File: config.mk
export PLATFORM = sky130hd
export DESIGN_NAME = engine_scheduler
export DESIGN_NICKNAME = d
export VERILOG_FILES = /design/src/rtl/engine_scheduler.sv
export SDC_FILE = /design/constraint.sdc
export NUM_CORES = 1
export LEC_CHECK = 0
export ABC_AREA = 1
export ABC_CLOCK_PERIOD_IN_PS = 7900
export CORE_MARGIN = 1
export CORE_UTILIZATION = 50
export CTS_CLUSTER_SIZE = 16
export DETAILED_ROUTE_END_ITERATION = 8
export PLACE_DENSITY = 0.75
export SLEW_MARGIN = 10
export SYNTH_ARGS = -nofsm -noshare
export SYNTH_HDL_FRONTEND = slang
export SYNTH_SLANG_ARGS = --single-unit
File: constraint.sdc
create_clock -name clk -period 7.9 [get_ports clk]
set_input_delay 1.975 -clock clk [delete_from_list [all_inputs] [get_ports clk]]
set_output_delay 1.975 -clock clk [all_outputs]
set_load 0.02 [all_outputs]
File: src/rtl/engine_scheduler.sv
// engine_scheduler: walks a frame in raster order, issuing pixel batches to an engine bank
// and serializing the collected results onto a valid/ready stream with sop/eop framing.
module engine_scheduler #(
    parameter int PIXEL_DATA_WIDTH = 10,
    parameter int SCREEN_WIDTH     = 640,
    parameter int SCREEN_HEIGHT    = 480,
    parameter int NUM_ENGINES      = 12,
    parameter int RESULT_WIDTH     = 8
) (
    input  logic                        clk,
    input  logic                        reset,
    input  logic                        enable,
    output logic [NUM_ENGINES-1:0]      eng_start,
    output logic [PIXEL_DATA_WIDTH-1:0] eng_x [NUM_ENGINES],
    output logic [PIXEL_DATA_WIDTH-1:0] eng_y [NUM_ENGINES],
    input  logic [NUM_ENGINES-1:0]      eng_done,
    input  logic [RESULT_WIDTH-1:0]     eng_result [NUM_ENGINES],
    output logic [RESULT_WIDTH-1:0]     out_data,
    output logic                        out_valid,
    input  logic                        out_ready,
    output logic                        out_sop,
    output logic                        out_eop,
    output logic                        frame_done
);
    localparam int XW   = PIXEL_DATA_WIDTH;
    localparam int N    = NUM_ENGINES;
    localparam int W    = SCREEN_WIDTH;
    localparam int NPIX = SCREEN_WIDTH * SCREEN_HEIGHT;
    localparam int PCW  = $clog2(NPIX);
    localparam int KW   = $clog2(NUM_ENGINES + 1);

    typedef enum logic [1:0] {IDLE, ISSUE, WAIT, DRAIN} state_t;

    state_t                  state_q;
    logic [XW-1:0]           x0_q, y0_q;
    logic [PCW-1:0]          pix_q;
    logic [KW-1:0]           act_q, k_q;
    logic [N-1:0]            flag_q, start_q;
    logic                    fd_q;
    logic [RESULT_WIDTH-1:0] res_q [N];
    logic [XW-1:0]           ex_q [N];
    logic [XW-1:0]           ey_q [N];

    int                      adv_p, adv_x, nb_p, nb_x, nb_y, nact;
    logic                    frame_end, last_beat, issue_go, all_done;
    logic [N-1:0]            mask, flag_d, start_d;
    logic [XW-1:0]           ex_d [N];
    logic [XW-1:0]           ey_d [N];

    // Next batch base: advanced base mid-frame, (0,0) from IDLE or after the frame's last pixel.
    always_comb begin
        adv_p     = int'(pix_q) + int'(act_q);
        adv_x     = int'(x0_q) + int'(act_q);
        frame_end = adv_p == NPIX;
        nb_p      = (state_q == IDLE || frame_end) ? 0 : adv_p;
        nb_y      = (state_q == IDLE || frame_end) ? 0 : int'(y0_q) + (adv_x >= W ? 1 : 0);
        nb_x      = (state_q == IDLE || frame_end) ? 0 : (adv_x >= W ? adv_x - W : adv_x);
        nact      = (NPIX - nb_p < N) ? NPIX - nb_p : N;
        for (int i = 0; i < N; i++) begin
            mask[i]    = i < int'(act_q);
            start_d[i] = i < nact;
            ex_d[i]    = (i < nact) ? XW'(nb_x + i >= W ? nb_x + i - W : nb_x + i) : '0;
            ey_d[i]    = (i < nact) ? XW'(nb_x + i >= W ? nb_y + 1 : nb_y) : '0;
        end
        flag_d    = flag_q | (eng_done & mask);
        all_done  = (flag_d & mask) == mask;
        last_beat = state_q == DRAIN && out_ready && (k_q + 1'b1) == act_q;
        issue_go  = (state_q == IDLE && enable) || (last_beat && (!frame_end || enable));
    end

    always_ff @(posedge clk) begin
        if (reset) begin
            state_q <= IDLE;
            x0_q    <= '0;
            y0_q    <= '0;
            pix_q   <= '0;
            act_q   <= '0;
            k_q     <= '0;
            flag_q  <= '0;
            start_q <= '0;
            fd_q    <= 1'b0;
            res_q   <= '{default: '0};
            ex_q    <= '{default: '0};
            ey_q    <= '{default: '0};
        end else begin
            start_q <= '0;
            fd_q    <= 1'b0;
            case (state_q)
                ISSUE: begin
                    flag_q  <= '0;
                    state_q <= WAIT;
                end
                WAIT: begin
                    flag_q <= flag_d;
                    for (int i = 0; i < N; i++)
                        if (eng_done[i] && mask[i] && !flag_q[i]) res_q[i] <= eng_result[i];
                    if (all_done) begin
                        state_q <= DRAIN;
                        k_q     <= '0;
                    end
                end
                DRAIN: if (out_ready) begin
                    k_q <= k_q + 1'b1;
                    if (last_beat) begin
                        x0_q    <= XW'(nb_x);
                        y0_q    <= XW'(nb_y);
                        pix_q   <= PCW'(nb_p);
                        fd_q    <= frame_end;
                        state_q <= IDLE;
                        ex_q    <= '{default: '0};
                        ey_q    <= '{default: '0};
                    end
                end
                default: ;
            endcase
            if (issue_go) begin
                state_q <= ISSUE;
                start_q <= start_d;
                ex_q    <= ex_d;
                ey_q    <= ey_d;
                act_q   <= KW'(nact);
            end
        end
    end

    assign eng_start  = start_q;
    assign eng_x      = ex_q;
    assign eng_y      = ey_q;
    assign frame_done = fd_q;
    assign out_valid  = state_q == DRAIN;
    assign out_data   = out_valid ? res_q[k_q] : '0;
    assign out_sop    = out_valid && pix_q == '0 && k_q == '0;
    assign out_eop    = out_valid && (int'(pix_q) + int'(k_q) == NPIX - 1);
endmodule

* Word level (Yosys, flattened, before mapping) *
Index checks and enable logic that the tools add are counted.

storage, ports and cells
  bits in registers = 410
  input port bits = 112
  output and inout port bits = 264
  word-level logic and storage cells = 286

cells by class
  add/sub/neg operators = 31
  $lt $le $gt $ge = 39
  equal/unequal tests = 13
  muxes and demuxes = 72
  bitwise gates (word level) = 8
  reduce and logical (&&, ||, !) cells = 77

operator list
  kind                                                                  number
  two-way mux 120 bit                                                   5
  two-way mux 10 bit                                                    49
  greater-or-equal comparator 32 x 11 -> 1 bit (second input constant)  12
  adder 32 x 4 -> 32 bit (second input constant)                        4
  adder 32 x 5 -> 32 bit (second input constant)                        4
  less-than comparator 4 x 32 -> 1 bit (first input constant)           4
  less-than comparator 5 x 32 -> 1 bit (first input constant)           4
  subtractor 10 bit (second input constant)                             12
  two-way mux 32 bit                                                    3
  adder 32 x 3 -> 32 bit (second input constant)                        2
  less-than comparator 3 x 32 -> 1 bit (first input constant)           2
  adder 19 x 4 -> 20 bit                                                2
  equality test 20 x 19 -> 1 bit (second input constant)                2
  adder 32 x 2 -> 32 bit (second input constant)                        1
  binary-select mux 8 bit (select 4 bit)                                1
  less-than comparator 1 x 32 -> 1 bit (first input constant)           1
  less-than comparator 2 x 32 -> 1 bit (first input constant)           1
  less-than comparator 32 x 5 -> 1 bit (second input constant)          1
  logical AND 1 bit                                                     31
  bitwise AND 12 bit                                                    2
  two-way mux 8 bit                                                     3
  one-hot mux 12 bit (2 select lines)                                   1
  AND reduction 2 bit                                                   12
  subtractor 19 x 20 -> 21 bit (first input constant)                   1
  other kinds (40)                                                      80

* Longest topological paths before layout *
Gate-level depths: netlist (run 1).

  depth after elaboration = 10
  depth in mapped cells = 41
  mapped depth without buffers = 38

* Least setup slack after synthesis (run 1) *
No wires, ideal clock.

  path type = reg-to-reg
  start = register act_q[0]
  end = register ey_q (netlist bit eng_y[57])
  setup time = 0.120 ns
  arrival time = 6.346 ns
  data required time = 7.780 ns
  path slack = 1.434 ns
  stages on the path, launching flop included = 26
  buffers on the path = 2
  clock period less this slack = 6.466 ns
  cell sequence = dfxtp_1 -> ha_1 -> fa_1 -> nand2_1 -> nand2_1 -> nand2_1 -> nor2_1 -> nand2_1 -> nand2_1 -> nand2_1 -> nor2_1 -> nand2_1 -> nor2_1 -> nand3_2 -> nand2_4 -> nor2_1 -> clkinv_1 -> clkbuf_1 -> nand2_1 -> nand3b_1 -> nand2_1 -> nand2_1 -> clkbuf_1 -> nand2_1 -> o211ai_1 -> nand2_1

on the way
  longest elaborated chain between the ends = 10
  elaborated cells between the ends (all ways) = 32
  classes of those cells = 7 x add/sub; 4 x order compare; 2 x eq/ne; 9 x mux; 10 x reduce/logical

ends and longest elaborated chain
  what                                  line        source
  start, declared                       37          logic [KW-1:0] act_q, k_q;
  start signal, assigned                121         act_q <= KW'(nact);
  adder 19 x 4 -> 20 bit                52          adv_p = int'(pix_q) + int'(act_q);
  equality test 20 x 19 -> 1 bit        54          frame_end = adv_p == NPIX;
  logical OR 1 bit                      55, 56, 57
  two-way mux 20 bit                    55          nb_p = (state_q == IDLE || frame_end) ? 0 : adv_p;
  subtractor 19 x 20 -> 21 bit          58          nact = (NPIX - nb_p < N) ? NPIX - nb_p : N;
  less-than comparator 32 x 5 -> 1 bit  58
  two-way mux 32 bit                    58
  less-than comparator 4 x 32 -> 1 bit  63          ey_d[i] = (i < nact) ? XW'(nb_x + i >= W ? nb_y + 1 : nb_y) : '0;
  two-way mux 10 bit                    63
  two-way mux 120 bit                   116         if (issue_go) begin
  end signal, assigned                  120         ey_q <= ey_d;
  end, declared                         42          logic [XW-1:0] ey_q [N];

Parallel ways exist; a longest one is shown, timed or not.
A chain may end at the register's enable or synchronous reset.

* Worst setup path after layout (run 1) *
  start = register act_q[1]
  end = register ex_q (netlist bit eng_x[23])

on the way
  longest elaborated chain between the ends = 10
  elaborated cells between the ends (all ways) = 29
  classes of those cells = 6 x add/sub; 4 x order compare; 2 x eq/ne; 7 x mux; 10 x reduce/logical

ends and longest elaborated chain
  what                                  line    source
  adder 19 x 4 -> 20 bit                52
  equality test 20 x 19 -> 1 bit        54
  logical OR 1 bit                      55, 57
  two-way mux 20 bit                    55
  subtractor 19 x 20 -> 21 bit          58
  less-than comparator 32 x 5 -> 1 bit  58
  two-way mux 32 bit                    58
  less-than comparator 5 x 32 -> 1 bit  62      ex_d[i] = (i < nact) ? XW'(nb_x + i >= W ? nb_x + i - W : nb_x + i) : '0;
  two-way mux 10 bit                    62
  two-way mux 120 bit                   116
  end signal, assigned                  83      ex_q <= '{default: '0};
  end signal, assigned                  110     ex_q <= '{default: '0};
  end signal, assigned                  119     ex_q <= ex_d;
  end, declared                         41      logic [XW-1:0] ex_q [N];

Parallel ways exist; a longest one is shown, timed or not.

==> results of run 1 <==
## area by class of cell
class / count / area (µm²) / share of cell area [%]
clock buffers: 65 / 1290 / 4.33
flip-flops and latches: 410 / 8210 / 27.5
clock inverters: 14 / 160 / 0.537
well taps: 615 / 769 / 2.58
multi-input cells: 2815 / 14300 / 47.8
inverters: 296 / 1120 / 3.77
repair buffers: 408 / 4000 / 13.4
## through the flow
stage / instances / setup WS [ns] / total power, mW / util (%) / instance area, µm²
floorplan: 3715 / 1.43 / 3.61 / - / 24400
detailed placement: 4544 / 1.50 / 4.38 / 59.4 / 28400
global route: 4623 / 0.878 / 6.76 / 62.5 / 29800
global placement: 4544 / 1.59 / 4.38 / 59.4 / 28400
CTS: 4623 / 1.49 / 6.47 / 62.5 / 29800
finish: 4623 / 1.31 / 6.49 / 62.5 / 29800
## cell usage in the layout (no fill, tap or decap), drive strengths merged, types with 74 or more instances in the layout
cell type | netlist | final
nand3 | 459 | 459
dfxtp | 410 | 410
xor2 | 74 | 74
o21ai | 329 | 329
nor2 | 358 | 358
nand2 | 910 | 910
a21oi | 300 | 300
inv | 286 | 286
ha | 116 | 116
clkdlybuf4s50 | 0 | 374
## worst max-delay path, delay by kind of cell (launching register included)
family,cells,cell delay [ns]
flops,1,0.56
fa+ha+maj,3,1.17
compound gates,1,0.12
simple gates,21,4.12
buf+inv,3,0.49
## cell families after synthesis
logic type      Yosys count
compound gates          691
xor+xnor                 92
fa+ha+maj               119
buf+inv                 490
flops                   410
other cells               2
simple gates           1853
## worst max path at each step
stage	start	endpoint	depth (start not counted)
after detailed placement	act_q[1]	eng_x[23]	30
final	act_q[1]	eng_x[23]	28
after floorplan	act_q[0]	eng_y[57]	25
after global placement	pix_q[0]	eng_x[23]	29
after global routing	act_q[3]	eng_y[74]	31
after CTS	act_q[1]	eng_x[23]	28
## registers in the layout, indices dropped and copies added, names as in the netlist
signal      count
eng_start      12
x0_q           10
res_q          96
k_q             4
state_q         2
eng_y         120
flag_q         12
frame_done      1
y0_q           10
act_q           4
pix_q          19
eng_x         120
## per-layer routing
layer  share of wire (%)  vias to the layer above  global-route usage (%)  wire [µm]
met5                   0                        -                       0          0
met4                 5.1                        0                    17.4       4670
met3                 9.9                      261                    6.79       9110
met2                  43                     1463                    56.1      39700
met1                  42                    12000                    48.7      38400
li1                    -                    12700                       -          -
## power by group
part           total, mW  internal [mW]  switching (mW)
clock               2.11           1.20           0.908
sequential          2.36           2.24           0.123
combinational       2.02          0.642            1.38
==> results.md, run 1 <==
* Status: finished, final reports clean
* Starting density of the core at 50.7%
* CP max stage delay at 0.75 ns
* Min Tclk post-route at 6.59 ns
* Worst hold path type: flop to flop
* Initial DRC count at 3073
* Post-synth top cells: nand2_1 (894), nand3_1 (447), dfxtp_1 (410)
* Clk_skew at 0.0338 ns
* Count leader, synth: nand2_1
* Signal arrival time at the worst endpoint at 7.09 ns
* Port Buf Inserts at 375
* Final Max Slew Viols at 0
* Post-Syn Area at 24200 µm²
* Overflow after GRT at 0
* Slew headroom at 29.2%
* Crit share post-route at 83.5%
* Standard-cell rows at 80
* Hold depth at 2
* Async S/R FF share, synth at 0%
* Worst-path clk slew at 0.06 ns
* Hold slack at 0.455 ns
* Worst-Skew Late Latency at 0.61 ns
* Initial antenna violation count at 0
* Leakage power at 12.8 nW
* Layout Nets at 4207
* Top cell by count, worst path: nand2_1
* First-pass GRT wire length at 141 mm
* Clk root buf: clkbuf_16
* Antenna-violating nets left at 0
* Post-synthesis adder-cell area fraction at 6.25%
* Fillers at 4473
* Number of global-route vias before repair at 24400
* Setup violators final at 0
* Maxcap violations at 0
* Sequential cell area fraction in the yosys report at 33.9%
* RSZ-0062 raised after global routing: no
* Cts hold-fix bufs at 0
* Bufs on Longest Clock Path at 3
* Die boundary height at 222 µm
* Largest family of logic cells by synthesized area: simple AND/OR/NAND/NOR gates
* First-pass iteration count of the detailed router at 9
* Area growth, synth to finish at 23.2%
* Largest net degree at the start of global routing at 121
* Crit path max fanout at 19
* Hold Path Origin: res_q[23]
* EDFF count, synth at 0
* I/O pin cnt at 376
* Synth area leaders: dfxtp_1 (34%), nand2_1 (14%), nand3_1 (9.2%), a21oi_1 (6.2%), o21ai_0 (6.1%)
* Cells after Synth at 3657
* Post-CTS Setup Repair Bufs at 0
* Compound-Gate Fraction of Synth Area at 15.0%
* Total wire length at 91.8 mm
* CP required at 8.40 ns
* Routability cong. at 1.02
* Detailed-route DRC error count at 0
* Vias per cell at 5.72
* Simple-gate share of the synthesized area at 33.4%
* Ys flop type: dfxtp_1
* Max H-tree Level at 2
* #FFs+latches synth at 410
* Total CTS buffers at 45
* Core Region at 47700 µm²
* Clock tree from TritonCTS: built
* CTS resizes at 0
* YS warnings at 0
* Multiplexer share of the synthesized area at 0%
* R2R cell count at 28
* Num Clock Sinks at 410
* Synth area leader: dfxtp_1
* Final hold violation count at 0
* Crit end category: flop
* Wire per inst at 19.9 µm
* Reg-to-Reg End: eng_x[23]
* Critical Path Slowest Stage Cell: nand3_1
* Number of diodes at 0
* Worst r2r src: act_q[1]
* Die Area at 49300 µm²
* Hold Path End: res_q[23]
* Type of the worst setup path: flop to flop
* PwrDens at 218 nW/µm²
* Share of post-route cells with drive strength above 1 at 4.64%
* Worst setup SP type: flop
* Distinct cell type count after synthesis at 58
* Fmax at 0.152 GHz
* VDD IR-drop max at 0.152 mV
* DP HPWL at 66.4 mm
* Setup tns final at 0 ns
* Worst-Margin Slew at 1.06 ns
* Die W at 222 µm
* Total track usage at 36.3%
* DR vias at 26400
* Xor/xnor share of the synthesized area at 3.33%
* Reg-to-reg setup timing slack at 1.31 ns
* Yosys top cell area share at 33.9%
* Syn Area/Cell at 6.62 µm²
No activity file was read; power rests on OpenSTA's default activity.
==> run 2, diff against run 1 <==
--- a/config.mk
+++ b/config.mk
@@ -6,7 +6,7 @@
 export NUM_CORES = 1
 export LEC_CHECK = 0
 export ABC_AREA = 1
-export ABC_CLOCK_PERIOD_IN_PS = 7900
+export ABC_CLOCK_PERIOD_IN_PS = 6800
 export CORE_MARGIN = 1
 export CORE_UTILIZATION = 50
 export CTS_CLUSTER_SIZE = 16
==> constraint.sdc (replaced) <==
create_clock -name clk -period 6.8 [get_ports clk]
set_input_delay 1.7 -clock clk [delete_from_list [all_inputs] [get_ports clk]]
set_output_delay 1.7 -clock clk [all_outputs]
set_load 0.02 [all_outputs]
==> results.md, run 2 (synthesized netlist as in run 1, its figures left out) <==
* Layout Nets at 4220 (+0.31%)
* Post-Route Utilization at 63.1% (+0.64 points)
* CP max stage delay at 0.51 ns (-0.24 ns)
* Top cell by count, worst path: nand2_1
* Die Area at 49300 µm² (unchanged)
* Total track usage at 36.5% (+0.15 points)
* Setup ws final at 0.458 ns (-0.847 ns)
* R2R cell count at 30 (+7.1%)
* Total CTS buffers at 46 (+2.2%)
* Bufs on Longest Clock Path at 3 (unchanged)
* First-pass iteration count of the detailed router at 6 (-3)
* Clock tree from TritonCTS: built
* Reg-to-Reg End: eng_y[114]
* Die boundary height at 222 µm (unchanged)
* Signal arrival time at the worst endpoint at 6.82 ns (-0.27 ns)
* Commonest non-fill, non-tap cell in the layout: nand2_1
* Placed insts at 4556 (+0.26%)
* Setup violators final at 0 (unchanged)
* Max H-tree Level at 2 (unchanged)
* Worst setup SP type: flop
* DR vias at 26600 (+0.76%)
* Total wire length at 93.2 mm (+1.4%)
* Hold depth at 2 (unchanged)
* I/O pin cnt at 376 (unchanged)
* Area growth, synth to finish at 24.5%
* DP HPWL at 67.2 mm (+1.3%)
* Number of global-route vias before repair at 24200 (-1.1%)
* Worst-Skew Late Latency at 0.59 ns (-0.02 ns)
* Post-CTS Setup Repair Bufs at 0 (unchanged)
* Core Region at 47700 µm² (unchanged)
* Area of the multi-input gates at 14300 µm² (about the same)
* Leakage power at 13.0 nW (+1.2%)
* Share of post-route cells with drive strength above 1 at 5.34% (+0.70 points)
* Fmax at 0.158 GHz (+4.0%)
* Die W at 222 µm (unchanged)
* Crit share post-route at 93.3% (+9.8 points)
* Final hold violation count at 0 (unchanged)
* CTS resizes at 0 (unchanged)
* Status: finished, final reports clean
* Initial antenna violation count at 0 (unchanged)
* Register Area at 8210 µm² (unchanged)
* Fin cells at 4640 (+0.37%)
* Setup tns final at 0 ns (unchanged)
* Routed wl met2 at 40.8 mm (+2.8%)
* Number of diodes at 0 (unchanged)
* PwrDens at 260 nW/µm² (+20%)
* Crit path max-delay family: simple AND/OR/NAND/NOR gates
* RSZ-0062 raised after global routing: no
* Hold Path Origin: res_q[23]
* Detailed-route DRC error count at 0 (unchanged)
* Buf+Inv Stages, Crit Path at 3 (unchanged)
* Clk_skew at 0.0244 ns (-0.00937 ns)
* Final Max Slew Viols at 0 (unchanged)
* Worst-Margin Slew at 1.16 ns (+0.0934 ns)
* Hold slack at 0.451 ns (-0.00385 ns)
* VDD IR-drop max at 0.228 mV (+50%)
* Vias per cell at 5.74 (+0.39%)
* Fillers at 4423 (-1.1%)
* Crit end category: flop
* Worst-path clk slew at 0.06 ns (about the same)
* Reg-to-reg setup timing slack at 0.46 ns (-0.85 ns)
* Critical Path Slowest Stage Cell: fa_1
* Most frequent cells in the layout: nand2_1 (890), nand3_1 (447), dfxtp_1 (409), clkdlybuf4s50_1 (374), nor2_1 (335)
* Standard-cell rows at 80 (unchanged)
* Cell Area, Placed at 28500 µm² (+0.32%)
* Worst hold path type: flop to flop
* Num Clock Sinks at 410 (unchanged)
* Largest net degree at the start of global routing at 148 (+22%)
* Initial DRC count at 2998 (-2.4%)
* Hold Path End: res_q[23]
* Cell area after layout at 30100 µm² (+1.0%)
* Met3 WL at 9.19 mm (+0.85%)
* DR top layer: met4
* Antenna-violating nets left at 0 (unchanged)
* Routability cong. at 1.05 (+3.1%)
* Crit path max fanout at 14 (-5)
* Port Buf Inserts at 375 (unchanged)
* Worst r2r src: pix_q[0]
* Met1 wire length at 39.1 mm (+1.8%)
* Total power at 7.84 mW (+21%)
* First-pass GRT wire length at 141 mm (+0.47%)
* Overflow after GRT at 0 (unchanged)
* Cts hold-fix bufs at 0 (unchanged)
* Pre-CTS setup slack at 0.390 ns (-1.11 ns)
* Slew headroom at 22.3% (-6.8 points)
* Type of the worst setup path: flop to flop
* Maxcap violations at 0 (unchanged)
* Starting density of the core at 50.7% (unchanged)
* Min Tclk post-route at 6.34 ns (-0.253 ns)
* CP required at 7.27 ns (-1.13 ns)
* Clk root buf: clkbuf_16
* Wire per inst at 20.1 µm (+1.1%)
## run 2: cell types whose count changed in the layout (fill, tap and decap cells not counted), sizes merged
cell,previous run,this run
buf,34,46
bufinv,2,7
clkinv,22,18
clkinvlp,0,3
inv,286,289
clkbuf,65,63
## run 2: worst reg2reg max path, delay by kind of cell, from the launching register on
family	cells	cell delay (ns)
adders and majority gates	4	1.42
buffers and inverters	3	0.64
DFF	1	0.35
and+or+nand+nor	23	3.82
## run 2: area by class of cell
class | count | share of cell area (%)
clock buffers | 63 | 4.46
clock inverters | 21 | 1.03
inverters | 296 | 3.73
multi-input cells | 2815 | 47.4
flip-flops and latches | 410 | 27.3
well taps | 615 | 2.55
repair buffers | 420 | 13.6
## run 2: power breakdown
group / total, mW / internal (mW) / switching [mW]
Sequential: 2.74 / 2.60 / 0.140
Clock: 2.73 / 1.65 / 1.08
Combinational: 2.37 / 0.757 / 1.62
Total: 7.84 / 5.01 / 2.83
## run 2: per-layer routing
layer,global-route usage [%],vias to the layer above
li1,-,12700
met1,49.1,12200
met2,57.0,1456
met3,6.48,232
met4,16.0,0
met5,0,-
## run 2: worst max-delay path by stage
stage | startpoint | end | slack (ns) | cells past startpoint
5_1_grt | pix_q[0] | eng_x[45] | 0.09 | 32
4_1_cts | act_q[1] | eng_x[55] | 0.31 | 29
2_1_floorplan | act_q[0] | eng_y[57] | 0.33 | 25
3_5_place_dp | act_q[1] | eng_x[54] | 0.39 | 29
3_3_place_gp | pix_q[0] | eng_x[59] | 0.55 | 30
6_report | pix_q[0] | eng_y[114] | 0.46 | 30
